[src/rtl/led_pkg.sv]
// led_pkg: shared types and constants for the LED arbiter.
//   - LED_W                : width of the LED bank
//   - OWN_NONE/OWN_PS/OWN_HW : owner encodings reported on o_owner
//   - state_t              : arbiter FSM states (encoded to match the owner codes)
//   - owner_of()           : maps an FSM state to its owner code
package led_pkg;

  localparam int LED_W = 8;

  localparam logic [1:0] OWN_NONE = 2'd0;
  localparam logic [1:0] OWN_PS   = 2'd1;
  localparam logic [1:0] OWN_HW   = 2'd2;

  // State codes equal the owner codes so o_owner is a direct decode.
  typedef enum logic [1:0] {
    ST_IDLE   = 2'd0,
    ST_OWN_PS = 2'd1,
    ST_OWN_HW = 2'd2
  } state_t;

  function automatic logic [1:0] owner_of(input state_t s);
    case (s)
      ST_OWN_PS: owner_of = OWN_PS;
      ST_OWN_HW: owner_of = OWN_HW;
      default:   owner_of = OWN_NONE;
    endcase
  endfunction

endpackage

[src/rtl/led_arbiter_ctrl_blink_timer.sv]
// led_blink_timer: free-running blink prescaler.
//   i_clk   : system clock
//   i_rst   : synchronous reset, active-high (counter and phase to 0)
//   o_phase : blink phase; toggles each time the counter wraps from
//             BLINK_DIV-1 back to 0, so each phase lasts BLINK_DIV cycles.
module led_blink_timer #(
  parameter int BLINK_DIV = 50_000_000
) (
  input  logic i_clk,
  input  logic i_rst,
  output logic o_phase
);

  localparam int CNT_W = (BLINK_DIV > 2) ? $clog2(BLINK_DIV) : 1;
  localparam logic [CNT_W-1:0] CNT_MAX = CNT_W'(BLINK_DIV - 1);

  logic [CNT_W-1:0] r_cnt;
  logic             r_phase;

  always_ff @(posedge i_clk) begin
    if (i_rst) begin
      r_cnt   <= '0;
      r_phase <= 1'b0;
    end else if (r_cnt == CNT_MAX) begin
      r_cnt   <= '0;
      r_phase <= ~r_phase;
    end else begin
      r_cnt <= r_cnt + 1'b1;
    end
  end

  assign o_phase = r_phase;

endmodule

[src/rtl/led_arbiter_ctrl.sv]
// led_arbiter_ctrl: arbitrates the board LED bank between PS software and
// PL hardware status logic, applies a per-bit blink mask and drives the
// registered LED pins.
//   i_clk, i_rst                  : clock, synchronous active-high reset
//   i_ps_req/i_ps_led/i_ps_blink  : PS request, LED value, blink enables
//   o_ps_gnt                      : PS owns the LEDs
//   i_hw_req/i_hw_led/i_hw_blink  : HW request, LED value, blink enables
//   o_hw_gnt                      : HW owns the LEDs
//   o_LED                         : LED pins (one cycle after owner inputs)
//   o_owner                       : 0 none, 1 PS, 2 HW (exposes FSM state)
//   o_blink_phase                 : current blink phase
// Handshake: a requester holds i_x_req high for as long as it wants the
// LEDs; o_x_gnt is high in every cycle it owns them, and its LED value is
// shown on o_LED one cycle after being sampled under that grant. Dropping
// i_x_req releases ownership at the next edge.
module led_arbiter_ctrl
  import led_pkg::*;
#(
  parameter int BLINK_DIV   = 50_000_000,
  parameter int HOLD_CYCLES = 1000
) (
  input  logic             i_clk,
  input  logic             i_rst,
  input  logic             i_ps_req,
  input  logic [LED_W-1:0] i_ps_led,
  input  logic [LED_W-1:0] i_ps_blink,
  output logic             o_ps_gnt,
  input  logic             i_hw_req,
  input  logic [LED_W-1:0] i_hw_led,
  input  logic [LED_W-1:0] i_hw_blink,
  output logic             o_hw_gnt,
  output logic [LED_W-1:0] o_LED,
  output logic [1:0]       o_owner,
  output logic             o_blink_phase
);

  localparam int HOLD_W = $clog2(HOLD_CYCLES + 1);
  localparam logic [HOLD_W-1:0] HOLD_MAX = HOLD_W'(HOLD_CYCLES - 1);

  state_t             r_state;
  state_t             w_next;
  logic [HOLD_W-1:0]  r_hold;
  logic [1:0]         r_last_owner;
  logic               r_ps_gnt;
  logic               r_hw_gnt;
  logic [1:0]         r_owner;
  logic [LED_W-1:0]   r_led;
  logic [LED_W-1:0]   w_led_next;
  logic               w_phase;
  logic               w_hold_done;

  led_blink_timer #(.BLINK_DIV(BLINK_DIV)) u_blink (
    .i_clk   (i_clk),
    .i_rst   (i_rst),
    .o_phase (w_phase)
  );

  assign w_hold_done = (r_hold == HOLD_MAX);

  // Next-state: a release by the owner hands straight over to a waiting
  // requester; pre-emption only once the hold time has been served.
  always_comb begin
    w_next = r_state;
    case (r_state)
      ST_IDLE: begin
        if (i_ps_req && i_hw_req)
          w_next = (r_last_owner == OWN_PS) ? ST_OWN_HW : ST_OWN_PS;
        else if (i_ps_req)
          w_next = ST_OWN_PS;
        else if (i_hw_req)
          w_next = ST_OWN_HW;
      end
      ST_OWN_PS: begin
        if (!i_ps_req)
          w_next = i_hw_req ? ST_OWN_HW : ST_IDLE;
        else if (i_hw_req && w_hold_done)
          w_next = ST_OWN_HW;
      end
      ST_OWN_HW: begin
        if (!i_hw_req)
          w_next = i_ps_req ? ST_OWN_PS : ST_IDLE;
        else if (i_ps_req && w_hold_done)
          w_next = ST_OWN_PS;
      end
      default: w_next = ST_IDLE;
    endcase
  end

  // LED data from the current owner; IDLE keeps the last value on the pins.
  always_comb begin
    w_led_next = r_led;
    case (r_state)
      ST_OWN_PS: w_led_next = i_ps_led & (~i_ps_blink | {LED_W{w_phase}});
      ST_OWN_HW: w_led_next = i_hw_led & (~i_hw_blink | {LED_W{w_phase}});
      default:   w_led_next = r_led;
    endcase
  end

  always_ff @(posedge i_clk) begin
    if (i_rst) begin
      r_state      <= ST_IDLE;
      r_hold       <= '0;
      r_last_owner <= OWN_HW;
      r_ps_gnt     <= 1'b0;
      r_hw_gnt     <= 1'b0;
      r_owner      <= OWN_NONE;
      r_led        <= '0;
    end else begin
      r_state  <= w_next;
      r_ps_gnt <= (w_next == ST_OWN_PS);
      r_hw_gnt <= (w_next == ST_OWN_HW);
      r_owner  <= owner_of(w_next);
      r_led    <= w_led_next;
      if (w_next != r_state) begin
        r_hold <= '0;
        if (w_next != ST_IDLE)
          r_last_owner <= owner_of(w_next);
      end else if (r_state != ST_IDLE && !w_hold_done) begin
        r_hold <= r_hold + 1'b1;
      end
    end
  end

  assign o_ps_gnt      = r_ps_gnt;
  assign o_hw_gnt      = r_hw_gnt;
  assign o_owner       = r_owner;
  assign o_LED         = r_led;
  assign o_blink_phase = w_phase;

endmodule

[config.mk]
export PLATFORM = sky130hd
export DESIGN_NAME = led_arbiter_ctrl
export DESIGN_NICKNAME = d
export VERILOG_FILES = /design/src/rtl/led_pkg.sv /design/src/rtl/led_arbiter_ctrl_blink_timer.sv /design/src/rtl/led_arbiter_ctrl.sv
export SDC_FILE = /design/constraint.sdc
export NUM_CORES = 1
export LEC_CHECK = 0
export CORE_MARGIN = 2
export CORE_UTILIZATION = 46
export CTS_CLUSTER_DIAMETER = 50
export DETAILED_ROUTE_END_ITERATION = 8
export GPL_ROUTABILITY_DRIVEN = 0
export PLACE_DENSITY = 0.72
export SLEW_MARGIN = 15
export SYNTH_ARGS = -nofsm -noshare
export SYNTH_HDL_FRONTEND = slang
export SYNTH_SLANG_ARGS = --single-unit
[constraint.sdc]
create_clock -name i_clk -period 4.8 [get_ports i_clk]
set_input_delay 1.2 -clock i_clk [delete_from_list [all_inputs] [get_ports i_clk]]
set_output_delay 1.2 -clock i_clk [all_outputs]
set_load 0.1 [all_outputs]
==> results.md, run 1 <==
* Outcome: complete, no violations
* Number of buffers added for setup after CTS at 0
* Area occupied by multi-input gates at 0.001549 mm²
* Cell with the largest stage delay on the worst path: clkdlybuf4s50_1
* Internal Pwr Total at 655.7 µW
* Largest stage delay on the critical path at 1.21 ns
* Slew Limit Fails at 0
* GRT Residual Overflow at 0
* Count of cell types in the netlist at 50
* GR Util met3 at 4.944%
* Post-DR wirelength/cell at 13.34 µm
* Synth async-reset ratio at 0%
* Number of H-tree levels at 2
* Number of nets in the layout at 379
* Peak Freq at 304.8 MHz
* Hold Path Class: reg -> reg
* Number of synthesized flops with an enable pin at 0
* Leakage at 1.185 nW
* Chip height at 80.10 µm
* Kind of capture point of the worst setup path: primary output
* Starting Density at 48.08%
* Startpoint-to-endpoint class of the critical path: reg -> out
* Met2 GRT Util at 29.00%
* Number of instances in the synthesized netlist at 294
* Register bit count reported by yosys at 51
* Layer carrying the most global-route usage: met2
* Net Count, Synth at 336
* Clk network pwr share at 25.3%
* Antenna violations before repair at 0
* Maximum clock path buffer count at 2
* Number of buffers and inverters on the critical path at 1
* Total of fill cells in the finished design at 494
* Core area at 0.005540 mm²
* Via count at 2,164
* Area Overhead vs Synth at 22.73%
* Max-Cap Viols at 0
* Post-DP Area at 0.003182 mm²
* Combinational Power Share at 26.7%
* Startpoint type of the worst setup path: flop
* Num CTS Buffers at 5
* Iteration-0 DRC Markers at 109
* Fraction of the yosys area taken by sequential cells at 38.33%
* Part of the total power dissipated in sequential elements at 48.1%
* Maximum number of pins on one net before global-route repair at 25
* Number of cell rows at 27
* Tightest slew margin relative to the limit at 33.03%
* Ports placed on the boundary at 49
* Total of hold buffers inserted after clock tree synthesis at 0
* Delay-heaviest family, CP: buffers and inverters
* Crit path time final at 3.281 ns
* Die footprint at 0.006415 mm²
* CTS tree: built
* Total power per unit cell area at 290.9 mW/mm²
* Data arrival time of the critical path at 2.08 ns
* Switching power at 295.3 µW
* Clock transition at the registers of the reported paths at 0.09 ns
* Final cycle utilization of the critical path at 68.36%
* Number of I/O port buffers at 48
* Switching share of total power at 31.05%
* Yosys warnings at 0
* Critical path, cell by cell: clkdlybuf4s50_1
* Global router's overall resource usage at 17.38%
* Required time at the worst-slack endpoint at 3.60 ns
* Number of iterations in the first detailed-routing pass at 4
* Combined flip-flop and latch cell area at 0.001021 mm²
* Via count of the first global-routing pass at 1,985
* Maximum ir drop on the vdd rail at 141.1 µV
* Most common flop cell mapped by yosys: dfxtp_1
* Syn Std Cell Area at 0.002664 mm²
* Via density per instance at 5.291
* Final-report setup violation count at 0
* Insertion delay of the later-clocked pin in the worst-skew pair at 0.30 ns
* Final antenna-violating net count at 0
* Final instance area at 0.003269 mm²
* Clock sink count at 51
* DRC Markers at 0
* Wire length of the first global-routing pass at 8956 µm
* PostCTS Resize Cnt at 0
* Measured slew at the worst slew-check pin at 1.001 ns
* Hold violation total from the final report at 0
* Clock skew after layout at 0.009931 ns
* Setup repair after global routing missed its margin: no
* Half-perimeter wire length after placement at 3934 µm
* Fraction of final layout cells with drive strength greater than 1 at 9.199%
* Average size of a mapped cell at 9.061 µm²
* TNS Setup at 0 ns
* Antenna Cells at 0
* Worst-path fanout max at 10
* Drt total wl at 5455 µm
* Clk Tree Root Cell: clkbuf_8
* Die width at 80.10 µm
* Grt met1 use at 21.92%
[final timing paths]
path	startpoint	end	slack, ns	cells past startpoint
setup / recovery	u_blink.o_phase	o_blink_phase	1.52	1
hold / removal	o_LED[7]	o_LED[7]	0.47	2
setup reg to reg	r_state[0]	r_hold[0]	2.10	9
hold reg to reg	o_LED[7]	o_LED[7]	0.47	2
[layer usage]
layer / routed length [µm] / up-vias
met1: 2558 / 993
li1: - / 1107
met2: 2437 / 60
met4: 53 / 0
met5: 0 / -
met3: 406 / 4
[logic make-up after synthesis]
kind of cell    synth area share (%)
buf+inv                        3.522
flops                          38.33
fa+ha+maj                      2.818
xor+xnor                       11.18
mux                            7.516
simple gates                   25.46
compound gates                 11.18
[state kept, by name, summed over array words and instances, names as in the netlist]
| name | flops |
|---|---|
| u_blink.r_cnt | 26 |
| o_owner | 1 |
| o_LED | 8 |
| r_last_owner | 2 |
| r_state | 2 |
| u_blink.o_phase | 1 |
| r_hold | 10 |
| o_hw_gnt | 1 |
[metrics by stage]
| stage | utilization (%) | worst slack (ns) | std cells | hold slack [ns] | power, mW |
|---|---|---|---|---|---|
| 3_5_place_dp | 57.43 | 1.283 | 402 | 0.4639 | 0.7195 |
| 5_1_grt | 59.01 | 1.409 | 409 | 0.4987 | 1.001 |
| 3_3_place_gp | 57.43 | 1.380 | 402 | 0.4540 | 0.7173 |
| 6_report | 59.01 | 1.519 | 409 | 0.4743 | 0.9510 |
| 2_1_floorplan | - | 2.091 | 294 | 0.4378 | 0.6495 |
| 4_1_cts | 59.01 | 1.475 | 409 | 0.4776 | 0.9650 |
[cells in the mapped netlist (all sizes together), types with 2 or more instances]
master	count	area share, %
nor3	5	0.94
a21boi	2	0.56
o21ai	2	0.52
nand2b	8	1.9
and4	6	2.1
mux2i	11	4.1
nor2b	5	1.2
and3	12	2.9
nand2	13	1.8
xor2	21	6.9
buf	6	1.3
clkbuf	7	0.99
a21oi	11	2.1
or4b	2	0.89
inv	9	1.3
and2	5	1.3
a31o	2	0.66
nand3	12	2.3
nand4	8	2.4
xnor2	13	4.3
mux2	8	3.4
nor2	43	6.1
ha	6	2.8
a31oi	2	0.47
o211ai	11	3.1
dfxtp	51	38
[final cells by class]
| type | instances | share of cell area [%] |
|---|---|---|
| well taps | 72 | 2.755 |
| repair buffers | 49 | 14.93 |
| multi-input cells | 221 | 47.38 |
| inverters | 9 | 1.033 |
| clock inverters | 1 | 0.1531 |
| flip-flops and latches | 51 | 31.23 |
| clock buffers | 6 | 2.526 |
[cell usage in the layout (no fill, tap or decap), types with 3 or more instances in the layout]
cell and n:
xnor2_1 13, o211ai_1 11, and3_1 11, nor2_1 43
mux2i_1 11, nand3_1 12, ha_1 6, clkbuf_8 6
clkdlybuf4s50_1 48, nand4_1 7, dfxtp_1 51, inv_1 9
mux2_2 8, nand2_1 13, nor3_1 5, and4_1 4
a21oi_1 11, and2_1 3, nand2b_1 8, nor2b_1 5
xor2_1 21
[power groups by stage]
stage               combinational (mW)  sequential [mW]  clock [mW]
floorplan                        0.133            0.517           0
global placement                 0.251            0.467           0
detailed placement               0.253            0.467           0
CTS                              0.255            0.457       0.253
global route                     0.271            0.460       0.269
finish                           0.253            0.457       0.240
Power figures use the tool's default switching activity.
==> run 2, diff against run 1 <==
Settings changed: PLACE_DENSITY 0.72 to 0.74.
Clock period 4.8 ns to 2.9 ns, I/O delays scaled along.
==> results.md, run 2 (synthesized netlist as in run 1, its figures left out) <==
* Core area at 0.005540 mm²
* Smallest hold slack at 0.4725 ns
* Tightest slew margin relative to the limit at 68.04%
* GRT Residual Overflow at 0
* Critical Path Start: i_hw_req
* Antenna violations before repair at 0
* Measured slew at the worst slew-check pin at 0.4793 ns
* Hold Path Depth at 2
* Chip height at 80.10 µm
* Fraction of final layout cells with drive strength greater than 1 at 14.53%
* Number of I/O port buffers at 48
* Launch instance of the worst min-delay path: o_LED[7]
* Starting Density at 48.08%
* Startpoint type of the worst setup path: primary input
* Worst slack, placed at 0.1103 ns
* Total of hold buffers inserted after clock tree synthesis at 0
* Antenna Cells at 0
* Final worst-path setup slack at 0.4059 ns
* Die footprint at 0.006415 mm²
* Required time at the worst-slack endpoint at 3.14 ns
* Maximum clock path buffer count at 2
* Top library cells by usage in the layout, fill and taps aside: 51 x dfxtp_1, 43 x nor2_1, 35 x clkdlybuf4s50_1
* Num CTS Buffers at 5
* Start of the worst register-to-register path: r_state[0]
* Outcome: complete, no violations
* Maximum ir drop on the vdd rail at 303.5 µV
* Number of H-tree levels at 2
* Total design power at 1.596 mW
* Slew Limit Fails at 0
* Startpoint-to-endpoint class of the critical path: in -> reg
* Number of cell rows at 27
* R2R setup slack at 0.46 ns
* Post-DP Area at 0.003194 mm²
* Iteration-0 DRC Markers at 96
* Via count at 2,164
* Insertion delay of the later-clocked pin in the worst-skew pair at 0.31 ns
* PostCTS Resize Cnt at 0
* DRC Markers at 0
* Worst-path fanout max at 8
* Clock skew after layout at 0.01236 ns
* Maximum number of pins on one net before global-route repair at 25
* Setup repair after global routing missed its margin: no
* Final-report setup violation count at 0
* Number of nets in the layout at 385
* Endpoint of the worst register-to-register path: r_last_owner[0]
* Final antenna-violating net count at 0
* Kind of capture point of the worst setup path: flop
* Via density per instance at 5.202
* Global router's overall resource usage at 17.60%
* Final cycle utilization of the critical path at 86.00%
* Die width at 80.10 µm
* TNS Setup at 0 ns
* Peak Freq at 400.9 MHz
* Clk Tree Root Cell: clkbuf_8
* Area Overhead vs Synth at 23.49%
* CTS tree: built
* Clock transition at the registers of the reported paths at 0.09 ns
* Clock sink count at 51
* Drt total wl at 5369 µm
* Leakage at 1.240 nW
* End of the worst hold path: o_LED[7]
* Hold violation total from the final report at 0
* Max-Cap Viols at 0
* Wire length of the first global-routing pass at 9087 µm
* Largest register FFs at 26
* Post-DR wirelength/cell at 12.91 µm
* Biggest register: u_blink.r_cnt
* Number of buffers added for setup after CTS at 0
* Half-perimeter wire length after placement at 3988 µm
* Ports placed on the boundary at 49
* Most common cell after layout, fill and taps aside: dfxtp_1
* Number of iterations in the first detailed-routing pass at 4
* Final instance area at 0.003289 mm²
* Total power per unit cell area at 485.3 mW/mm²
* R2R cell count at 8
* Via count of the first global-routing pass at 2,099
* Data arrival time of the critical path at 2.73 ns
* Crit path time final at 2.494 ns
* Hold Path Class: reg -> reg
## run 2: cell count changes in the layout (fill, tap and decap cells not counted)
cell,change
clkdlybuf4s50_1,-13
clkinv_4,+1
buf_4,+19
clkinv_2,-1
clkbuf_1,+1
## run 2: worst max-delay path: stages
cell and delay [ns]:
clkdlybuf4s50_1 0.55, o21bai_1 0.21, a21boi_0 0.15, a41oi_4 0.27
and2_4 0.19, or4b_4 0.47, o221ai_2 0.16
## run 2: through the flow
step | instances | util, %
detailed placement | 408 | 57.66
global placement | 408 | 57.66
CTS | 416 | 59.37
finish | 416 | 59.37
floorplan | 294 | -
global route | 416 | 59.37
## run 2: area by class of cell
type | count | area [µm²]
Inverter | 9 | 33.78
Timing Repair Buffer | 55 | 500.5
Tap cell | 72 | 90.09
Clock buffer | 7 | 86.33
Fill cell | 500 | 2251
Clock inverter | 1 | 8.758
Sequential cell | 51 | 1021
Multi-Input combinational cell | 221 | 1549
## run 2: worst max-delay path by stage
| stage | slack [ns] | cells past startpoint | endpoint |
|---|---|---|---|
| after CTS | 0.43 | 7 | r_last_owner[0] |
| after floorplan | 0.64 | 9 | r_hold[0] |
| after global placement | 0.16 | 7 | r_last_owner[0] |
| after global routing | 0.27 | 8 | r_last_owner[1] |
| after detailed placement | 0.11 | 7 | r_last_owner[0] |
| final | 0.41 | 7 | r_last_owner[0] |
## run 2: report_power, final
part | switching, mW | internal (mW) | leakage, nW
clock | 0.223 | 0.196 | 0.0484
combinational | 0.250 | 0.171 | 0.779
sequential | 0.0274 | 0.729 | 0.413
total | 0.500 | 1.10 | 1.24
## run 2: per-layer routing
layer  global-route usage, %  share of wire (%)  vias to the layer above  routed length [µm]
met4                   4.576                1.1                        0                  61
met2                   29.58                 44                       48                2385
met5                       0                  0                        -                   0
met3                   4.719                7.0                        6                 375
met1                   22.32                 47                      985                2546
li1                        -                  -                     1125                   -
==> run 3, diff against run 2 <==
Settings changed: CTS_BUF_LIST from default to sky130_fd_sc_hd__clkbuf_16, REMOVE_ABC_BUFFERS from default to 1.
==> results.md, run 3 (synthesized netlist as in run 1, its figures left out) <==
* Via count of the first global-routing pass at 2,080
* Final antenna-violating net count at 0
* Num CTS Buffers at 5
* Hold Path Class: reg -> reg
* Total power per unit cell area at 527.8 mW/mm²
* Area Overhead vs Synth at 25.51%
* Outcome: complete, no violations
* Drt total wl at 5416 µm
* Internal Pwr Total at 1.221 mW
* Kind of capture point of the worst setup path: flop
* Clock skew after layout at 0.004885 ns
* Hold Path Depth at 2
* Max-Cap Viols at 0
* Via density per instance at 5.279
* DRC Markers at 0
* Total design power at 1.765 mW
* Post-DR wirelength/cell at 13.02 µm
* Die footprint at 0.006415 mm²
* Insertion delay of the later-clocked pin in the worst-skew pair at 0.29 ns
* Most common cell after layout, fill and taps aside: dfxtp_1
* Starting Density at 48.08%
* Chip height at 80.10 µm
* Total placed cells including tap cells at 408
* Switching power at 544.0 µW
* Clock transition at the registers of the reported paths at 0.07 ns
* Maximum number of pins on one net before global-route repair at 18
* Data arrival time of the critical path at 2.79 ns
* Wire length of the first global-routing pass at 9142 µm
* Fraction of final layout cells with drive strength greater than 1 at 14.83%
* R2R setup slack at 0.41 ns
* Measured slew at the worst slew-check pin at 0.4495 ns
* Ports placed on the boundary at 49
* Iteration-0 DRC Markers at 87
* Launch instance of the worst min-delay path: o_LED[5]
* TNS Setup at 0 ns
* Number of nets in the layout at 385
* Slew Limit Fails at 0
* Total of fill cells in the finished design at 499
* Combinational Power Share at 23.6%
* Hold violation total from the final report at 0
* Antenna Cells at 0
* Clk network pwr share at 33.4%
* Clk Tree Root Cell: clkbuf_16
* PostCTS Resize Cnt at 0
* Half-perimeter wire length after placement at 4059 µm
* Total of hold buffers inserted after clock tree synthesis at 0
* Number of H-tree levels at 2
* Endpoint of the worst register-to-register path: r_hold[7]
* End of the worst hold path: o_LED[5]
* Switching share of total power at 30.83%
* Maximum ir drop on the vdd rail at 320.1 µV
* Number of buffers added for setup after CTS at 0
* Peak Freq at 389.6 MHz
* Tightest slew margin relative to the limit at 70.03%
* Antenna violations before repair at 0
* Final-report setup violation count at 0
* Top library cells by usage in the layout, fill and taps aside: 51 x dfxtp_1, 43 x nor2_1, 35 x clkdlybuf4s50_1
* Number of cell rows at 27
* Biggest register: u_blink.r_cnt
* Post-route non-filler standard cell count at 416
* CTS tree: built
* Largest register FFs at 26
* Leakage at 1.259 nW
* Clock sink count at 51
* Start of the worst register-to-register path: r_state[0]
* Via count at 2,196
* Setup repair after global routing missed its margin: no
* Required time at the worst-slack endpoint at 3.12 ns
* Part of the total power dissipated in sequential elements at 43.0%
* Maximum clock path buffer count at 2
* Core area at 0.005540 mm²
* Die width at 80.10 µm
* Startpoint-to-endpoint class of the critical path: in -> reg
* Number of iterations in the first detailed-routing pass at 4
* GRT Residual Overflow at 0
* Number of I/O port buffers at 48
* Global router's overall resource usage at 17.79%
* Final cycle utilization of the critical path at 88.50%
* Crit path time final at 2.567 ns
* Worst-path fanout max at 10
* R2R cell count at 8
* Startpoint type of the worst setup path: primary input
==> run 3: changes by cell type in the layout (fill, tap and decap cells not counted) <==
cell / previous run / this run
clkinv_4: 1 / 0
clkbuf_16: 0 / 5
clkinvlp_4: 0 / 2
inv_6: 0 / 1
clkbuf_1: 1 / 0
clkbuf_8: 6 / 0
==> run 3: layer usage <==
metal / vias to the layer above / part of all wire (%) / routed length, µm / GRT usage [%]
met5: - / 0 / 0 / 0
met4: 0 / 1.4 / 76 / 6.610
met3: 6 / 7.0 / 379 / 4.157
met2: 55 / 45 / 2428 / 29.00
met1: 1011 / 47 / 2532 / 22.85
li1: 1124 / - / - / -
==> run 3: power groups by stage <==
stage          clock, mW  sequential (mW)  combinational [mW]
4_1_cts            0.602            0.759               0.419
3_3_place_gp           0            0.773               0.413
6_report           0.590            0.759               0.416
3_5_place_dp           0            0.775               0.416
5_1_grt            0.625            0.761               0.449
2_1_floorplan          0            0.879               0.183
==> run 3: worst max path at each step <==
| stage | start | endpoint | slack [ns] | cells past startpoint |
|---|---|---|---|---|
| 2_1_floorplan | r_state[1] | r_last_owner[0] | 0.37 | 7 |
| 3_3_place_gp | i_ps_req | r_hold[2] | 0.06 | 7 |
| 3_5_place_dp | i_hw_req | r_hold[8] | 0.02 | 7 |
| 4_1_cts | i_ps_req | r_hold[7] | 0.31 | 7 |
| 5_1_grt | i_hw_req | r_hold[2] | 0.14 | 7 |
| 6_report | i_hw_req | r_hold[7] | 0.33 | 7 |
==> run 3: worst max-delay path, cell delays in order <==
cell             delay, ns
clkdlybuf4s50_1       0.59
nand3b_1              0.15
a31o_2                0.26
or3_1                 0.32
o311ai_2              0.12
nand4_1               0.42
nor2_1                0.20
==> run 3: stage by stage <==
stage	area [µm²]	utilization, %	setup slack, ns	hold WS (ns)
finish	3343	60.34	0.3334	0.4693
global route	3343	60.34	0.1352	0.4881
CTS	3343	60.34	0.3097	0.4727
detailed placement	3194	57.66	0.01788	0.4606
global placement	3194	57.66	0.05861	0.4551
floorplan	2604	-	0.3750	0.4378
==> run 3: area by class of cell <==
type	instances	area [µm²]	share of cell area [%]
Timing Repair Buffer	55	500.5	14.97
Clock inverter	3	23.77	0.7111
Inverter	9	33.78	1.010
Multi-Input combinational cell	221	1549	46.33
Clock buffer	5	125.1	3.743
Tap cell	72	90.09	2.695
Sequential cell	51	1021	30.54
